### src/rtl/pc_gen_pkg.sv
// pc_gen_pkg: shared state and redirect-select encodings for the PC generator
package pc_gen_pkg;

   typedef enum logic [1:0] {
      BOOT   = 2'd0,
      RUN    = 2'd1,
      HALTED = 2'd2
   } state_t;

   typedef enum logic [1:0] {
      SEL_HOLD = 2'd0,
      SEL_SEQ  = 2'd1,
      SEL_BR   = 2'd2,
      SEL_TRAP = 2'd3
   } sel_t;

   localparam int unsigned PC_STEP = 4;

   // Trap beats branch beats a sequential step; otherwise the PC holds.
   function automatic sel_t pick_sel(input logic trap, input logic br, input logic acc);
      return trap ? SEL_TRAP : br ? SEL_BR : acc ? SEL_SEQ : SEL_HOLD;
   endfunction

endpackage

### src/rtl/pc_next_sel.sv
// pc_next_sel: combinational next-PC mux with redirect priority and word alignment
module pc_next_sel
   import pc_gen_pkg::*;
#(
   parameter int XLEN = 32
) (
   input  logic [XLEN-1:0] pc,
   input  logic            trap_valid,
   input  logic [XLEN-1:0] trap_vec,
   input  logic            br_valid,
   input  logic [XLEN-1:0] br_target,
   input  logic            accept,
   output logic [XLEN-1:0] next_pc,
   output logic            redirect
);

   sel_t sel;

   // Pick the source and force redirect targets onto a word boundary.
   always_comb begin
      sel      = pick_sel(trap_valid, br_valid, accept);
      redirect = trap_valid || br_valid;
      next_pc  = sel == SEL_TRAP ? {trap_vec[XLEN-1:2], 2'b00} :
                 sel == SEL_BR   ? {br_target[XLEN-1:2], 2'b00} :
                 sel == SEL_SEQ  ? pc + XLEN'(PC_STEP) : pc;
   end

endmodule

### src/rtl/pc_gen.sv
// pc_gen: fetch PC generator with boot/run/halt control and accepted-fetch counter
module pc_gen
   import pc_gen_pkg::*;
#(
   parameter int              XLEN      = 32,
   parameter logic [XLEN-1:0] RESET_VEC = '0,
   parameter int              CNT_W     = 16
) (
   input  logic             clk,
   input  logic             rstn,
   input  logic             stall,
   input  logic             halt_req,
   input  logic             trap_valid,
   input  logic [XLEN-1:0]  trap_vec,
   input  logic             br_valid,
   input  logic [XLEN-1:0]  br_target,
   input  logic             fetch_ready,
   output logic             fetch_valid,
   output logic [XLEN-1:0]  pc,
   output logic             fetch_kill,
   output logic             halted,
   output logic [CNT_W-1:0] fetch_cnt
);

   state_t          state;
   state_t          state_nx;
   logic            accept;
   logic            redirect;
   logic [XLEN-1:0] pc_nx;

   assign fetch_valid = (state == RUN) && !stall;
   assign accept      = fetch_valid && fetch_ready;
   assign halted      = state == HALTED;

   pc_next_sel #(.XLEN(XLEN)) u_sel (
      .pc         (pc),
      .trap_valid (trap_valid),
      .trap_vec   (trap_vec),
      .br_valid   (br_valid),
      .br_target  (br_target),
      .accept     (accept),
      .next_pc    (pc_nx),
      .redirect   (redirect)
   );

   // Next state: a redirect keeps or returns us to RUN; halt waits for any offered fetch to be taken.
   always_comb begin
      state_nx = state;
      case (state)
         BOOT:    state_nx = RUN;
         RUN:     state_nx = (!redirect && halt_req && !(fetch_valid && !fetch_ready)) ? HALTED : RUN;
         HALTED:  state_nx = redirect ? RUN : HALTED;
         default: state_nx = BOOT;
      endcase
   end

   // State, PC, counter and kill pulse; reset abandons any in-flight fetch silently.
   always_ff @(posedge clk or negedge rstn) begin
      if (!rstn) begin
         state      <= BOOT;
         pc         <= RESET_VEC;
         fetch_cnt  <= '0;
         fetch_kill <= 1'b0;
      end else begin
         state      <= state_nx;
         pc         <= pc_nx;
         fetch_cnt  <= accept ? fetch_cnt + 1'b1 : fetch_cnt;
         fetch_kill <= redirect;
      end
   end

endmodule
### config.mk
export PLATFORM = sky130hd
export DESIGN_NAME = pc_gen
export DESIGN_NICKNAME = d
export VERILOG_FILES = /design/src/rtl/pc_gen_pkg.sv /design/src/rtl/pc_next_sel.sv /design/src/rtl/pc_gen.sv
export SDC_FILE = /design/constraint.sdc
export NUM_CORES = 1
export LEC_CHECK = 0
export CAP_MARGIN = 20
export CELL_PAD_IN_SITES_DETAIL_PLACEMENT = 0
export CELL_PAD_IN_SITES_GLOBAL_PLACEMENT = 1
export CORE_MARGIN = 4
export CORE_UTILIZATION = 34
export DETAILED_ROUTE_END_ITERATION = 6
export GPL_TIMING_DRIVEN = 0
export HOLD_SLACK_MARGIN = 0.1
export MAX_ROUTING_LAYER = met4
export PLACE_DENSITY_LB_ADDON = 0.3
export SLEW_MARGIN = 30
export SYNTH_ARGS = -nofsm -noshare
export SYNTH_HDL_FRONTEND = slang
export SYNTH_SLANG_ARGS = --single-unit
export TNS_END_PERCENT = 30
### constraint.sdc
create_clock -name clk -period 4.9 [get_ports clk]
set_input_delay 0.49 -clock clk [delete_from_list [all_inputs] [get_ports clk]]
set_output_delay 0.49 -clock clk [all_outputs]
set_load 0.005 [all_outputs]
==> results <==
- Across all hold checks on the routed design, the worst slack comes to 0.476 ns.
- The leakage power is 1.74 nW.
- The total net switching power is 0.344 mW.
- After the first detailed-routing iteration, the DRC count stood at 218.
- The complex-gate fraction of the synthesized area is 25.3%.
- By count the netlist is led by sky130_fd_sc_hd__dfrtp_1 (49), sky130_fd_sc_hd__nand2_1 (40), sky130_fd_sc_hd__a21oi_1 (37).
- Clock tree synthesis inserted a total of 5 buffers.
- The part of the cycle the worst path needs is 45.2%.
- The clock period could shrink to 2.22 ns.
- Clock skew on the completed layout was measured at 0.00402 ns.
- Summed over all failing endpoints, the final setup total negative slack is 0 ns.
- The slowest stage of the critical path belongs to the cell sky130_fd_sc_hd__clkdlybuf4s50_1.
- The clock network burns 22.1% of the power.
- Summing the areas of all xor and xnor instances in the mapped netlist gives 4.88% of the synthesized area.
- For this run, the detailed router's first-pass iteration total came to 4.
- Setup violations remaining at the end of the flow were counted as 0.
- The dominant synthesized flop cell is sky130_fd_sc_hd__dfrtp_1.
- The total number of clock tree sinks is 49.
- The tightest min-delay check is of the reg -> reg type.
- The routed wire length is 10.3 mm.
- The number of routed nets with antenna violations is 0.
- For this run, the total global-route usage over all layers was measured as 20.2%.
- The DRC violation count after routing is 0.
- The cell count after synthesis is 345.
- The floorplan step set the die height to 103 um.
- The count of yosys warnings during synthesis is 0.
- The root buffer selected by CTS is sky130_fd_sc_hd__clkbuf_8.
- The final max-slew violation count was 0.
- The first-pass GRT wire length is 16.2 mm.
- The final total power is 1.10 mW.
- The detailed router placed 3178 vias in this run.
- The highest achievable clock rate is 451 MHz.
- For this run, global-route usage on met2 was measured as 32.5%.
- Dividing the detail-routed via count by the number of cells gives 5.49.
- The share of total power dissipated in combinational logic is 29.6%.
- The clock latency on the worst-skew pair is 0.30 ns.
- Summing the areas of all and, or, nand and nor instances in the mapped netlist gives 24.6% of the synthesized area.
- In this design, the largest share of critical-path delay is due to buffers and inverters.
- Cell internal power was estimated by the tool at 0.752 mW.
- Clock-pin slew was measured on the worst setup and hold paths at 0.10 ns.
- Synthesis inferred 49 register bits.
- Data on the critical path arrives at its endpoint at 2.44 ns.
- In this run, placement finished with an instance count of 570.
- The dominant cell by count in the synthesized netlist is sky130_fd_sc_hd__dfrtp_1.
- The final worst slack is 2.68 ns.
- The met3 track demand over resource in global routing is 3.45%.
- The via count of the first global-routing pass was 3169.
- The core utilization of the finished layout is 51.1%.
- The horizontal extent of the die is 103 um.
- TritonCTS built the clock tree.
- The instance area after placement is 4360 um^2.
- The initial utilization of the core area, before any placement, comes to 35.0%.
- sky130_fd_sc_hd__dfrtp_1 takes more of the synthesized area than any other cell.
- Along the worst path, the maximum fanout reaches 10.
- In this run switching power makes up 31.4% of total power.
- The dominant combinational cell family by area after synthesis is compound AO/OA/AOI/OAI gates.
- Dividing total power by cell area gives a power density of 246 nW/um^2.
- The count of endpoints failing hold in the final timing report is 0.
- 0 antenna diodes ended up in the layout.
- In this design, the stage delay of the slowest critical-path cell is 0.54 ns.
- STA classifies the critical path startpoint as a primary input.
- The initialized floorplan defines 34 standard-cell rows.
- The fraction of the mapped netlist area in adder cells is 0.820%.
- The die covers 10600 um^2.
- The number of antenna violations at the first check in global routing is 0.
- In this run the cell area of the synthesized design comes to 3050 um^2.
- The layout cell share with drive strength beyond 1 is 8.70%.
- The number of enable-type register cells in the synthesized netlist is 0.
- Entering global routing, the biggest net connects 30 pins.
- Of the post-synthesis cell area, the part taken by muxes is 0.328%.
- The number of placed I/O pins is 122.
- The max capacitance violation total is 0.
- Headroom to the max-slew limit came out at 64.5%.
- By area the synthesized netlist is led by sky130_fd_sc_hd__dfrtp_1 (40%), sky130_fd_sc_hd__a21oi_1 (6.1%), sky130_fd_sc_hd__nand2_1 (4.9%).
- The finished cells cover 4460 um^2.
- Sequential elements use 40.2% of the synthesized area.
- Of all flip-flops after synthesis, the portion carrying an async set or reset was 100%.
- The count of input and output buffers is 115.
- STA classifies the critical path endpoint as a flip-flop.
- The leftover overflow at the end of global routing is 0.
- Counting both buffers and inverters, the worst setup path holds a total of 3.
- The number of different library cells used by synthesis comes to 59.
- The run finished with clean final reports.
- Of the post-synthesis cell area, the dominant cell type holds 40.2%.
- The buffer levels on the longest clock path is 2.
- The congestion estimate from routability-driven global placement came to 0.855.
- The endpoint required time on the critical path is 5.12 ns.
- Setup repair after global routing left no endpoint under its margin.
- The power share of the sequential group is 48.2%.
- The layer with the highest usage is met2.
- The critical path goes through clkdlybuf4s50_1 -> nor2_1 -> clkbuf_1 -> clkbuf_1 -> o21ai_0 -> a21oi_1.
- The critical path class is in -> reg.
- The area growth from synthesis to layout is 46.0%.
- The transition time of the tightest slew-check pin is 0.532 ns.
- The maximum level of the CTS H-tree is 2.
- Dividing the detail-routed wire length by the instance count gives 17.7 um.
- At the placement stage, the worst setup path has a slack of 2.40 ns.
- In this run, post-CTS repair resized a total of 0 instances.
- The total core area is 8720 um^2.
- At the end of the flow, the number of nets in the layout was 543.
- After legalization and detailed placement, the total HPWL measured 7.86 mm.
- The cell repeated most along the worst path is sky130_fd_sc_hd__clkbuf_1.
- A synthesized cell averages 8.85 um^2.
- The largest vdd supply drop is 0.113 mV.
- For this run, the number of standard cells in the final layout without fillers is 579.
- Global routing used 26.6% of the available met1 tracks.
- The number of fill cells in the layout is 845.
registers in the layout, indices dropped and copies added, names as in the netlist:
register,flops
fetch_cnt,16
fetch_kill,1
state,2
pc,30
per-layer routing:
layer  vias to the layer above  share of wire, %
met5                         -                 0
met4                         0              0.45
met3                         4               6.0
met2                       100                49
met1                      1531                45
li1                       1543                 -
layout by cell type (no fill, tap or decap), types with 3 or more instances in the layout:
cell type                         netlist  routed
sky130_fd_sc_hd__nand4_1                9       9
sky130_fd_sc_hd__a31oi_1                5       5
sky130_fd_sc_hd__nor4_1                 3       3
sky130_fd_sc_hd__and4_1                 3       3
sky130_fd_sc_hd__o21ai_1                4       4
sky130_fd_sc_hd__nand3_1               19      19
sky130_fd_sc_hd__nor3_1                 3       3
sky130_fd_sc_hd__a22o_1                 7       7
sky130_fd_sc_hd__xnor2_1               15      15
sky130_fd_sc_hd__inv_1                  6       6
sky130_fd_sc_hd__and3_1                 7       7
sky130_fd_sc_hd__nor2b_1                4       4
sky130_fd_sc_hd__a2bb2oi_1              6       6
sky130_fd_sc_hd__and2_1                 3       3
sky130_fd_sc_hd__nand2_1               40      40
sky130_fd_sc_hd__dfrtp_1               49      49
sky130_fd_sc_hd__clkdlybuf4s50_1        0     114
sky130_fd_sc_hd__a22oi_1               19      19
sky130_fd_sc_hd__a21oi_1               37      37
sky130_fd_sc_hd__nor2_1                21      21
sky130_fd_sc_hd__buf_4                  3       4
sky130_fd_sc_hd__o31ai_1                7       7
sky130_fd_sc_hd__clkbuf_8               0       5
sky130_fd_sc_hd__buf_2                 10      10
sky130_fd_sc_hd__clkbuf_1               4       5
sky130_fd_sc_hd__nor2_2                 3       3
sky130_fd_sc_hd__o21ai_0               17      17
final cells by class:
type	count	area (um^2)	share of cell area, %
multi-input combinational	273	1720	38.5
clock buffer	6	72.6	1.63
inverter	6	22.5	0.505
sequential	49	1230	27.5
clock inverter	2	15.0	0.337
buffer	18	91.3	2.05
timing repair buffer	117	1180	26.4
tap	108	135	3.03
repair_timing:
action,4_1_cts,5_1_grt
hold buffers,1,0
hold endpoints to repair,20,0
buffers inserted,0,0
worst paths after layout:
check                           depth (start not counted)  slack, ns                   endpoint                      start
min in group asynchronous                               2       0.61         state[1]$_DFF_PN0_                       rstn
worst min register to register                          1       0.48  fetch_cnt[15]$_DFFE_PN0N_  fetch_cnt[15]$_DFFE_PN0N_
worst min-delay path                                    1       0.48  fetch_cnt[15]$_DFFE_PN0N_  fetch_cnt[15]$_DFFE_PN0N_
worst max register to register                          6       2.72         pc[24]$_DFFE_PN0P_          pc[2]$_DFFE_PN0P_
worst max-delay path                                    6       2.68         pc[11]$_DFFE_PN0P_                   br_valid
max in group asynchronous                               3       3.83          pc[8]$_DFFE_PN0P_                       rstn
power by group through the flow:
stage | clock network [mW] | registers (mW) | logic [mW]
floorplan | 0 | 0.523 | 0.127
global placement | 0 | 0.531 | 0.320
detailed placement | 0 | 0.535 | 0.328
CTS | 0.251 | 0.528 | 0.330
global route | 0.265 | 0.537 | 0.361
finish | 0.243 | 0.529 | 0.325
logic make-up after synthesis:
logic type | after synthesis
and+or+nand+nor | 133
AOI/OAI and AO/OA | 118
DFF | 49
buffers and inverters | 24
xor gates and xnor gates | 17
adders and majority gates | 2
other | 1
muxes | 1
Note: power is estimated with default switching activity, not from simulation.
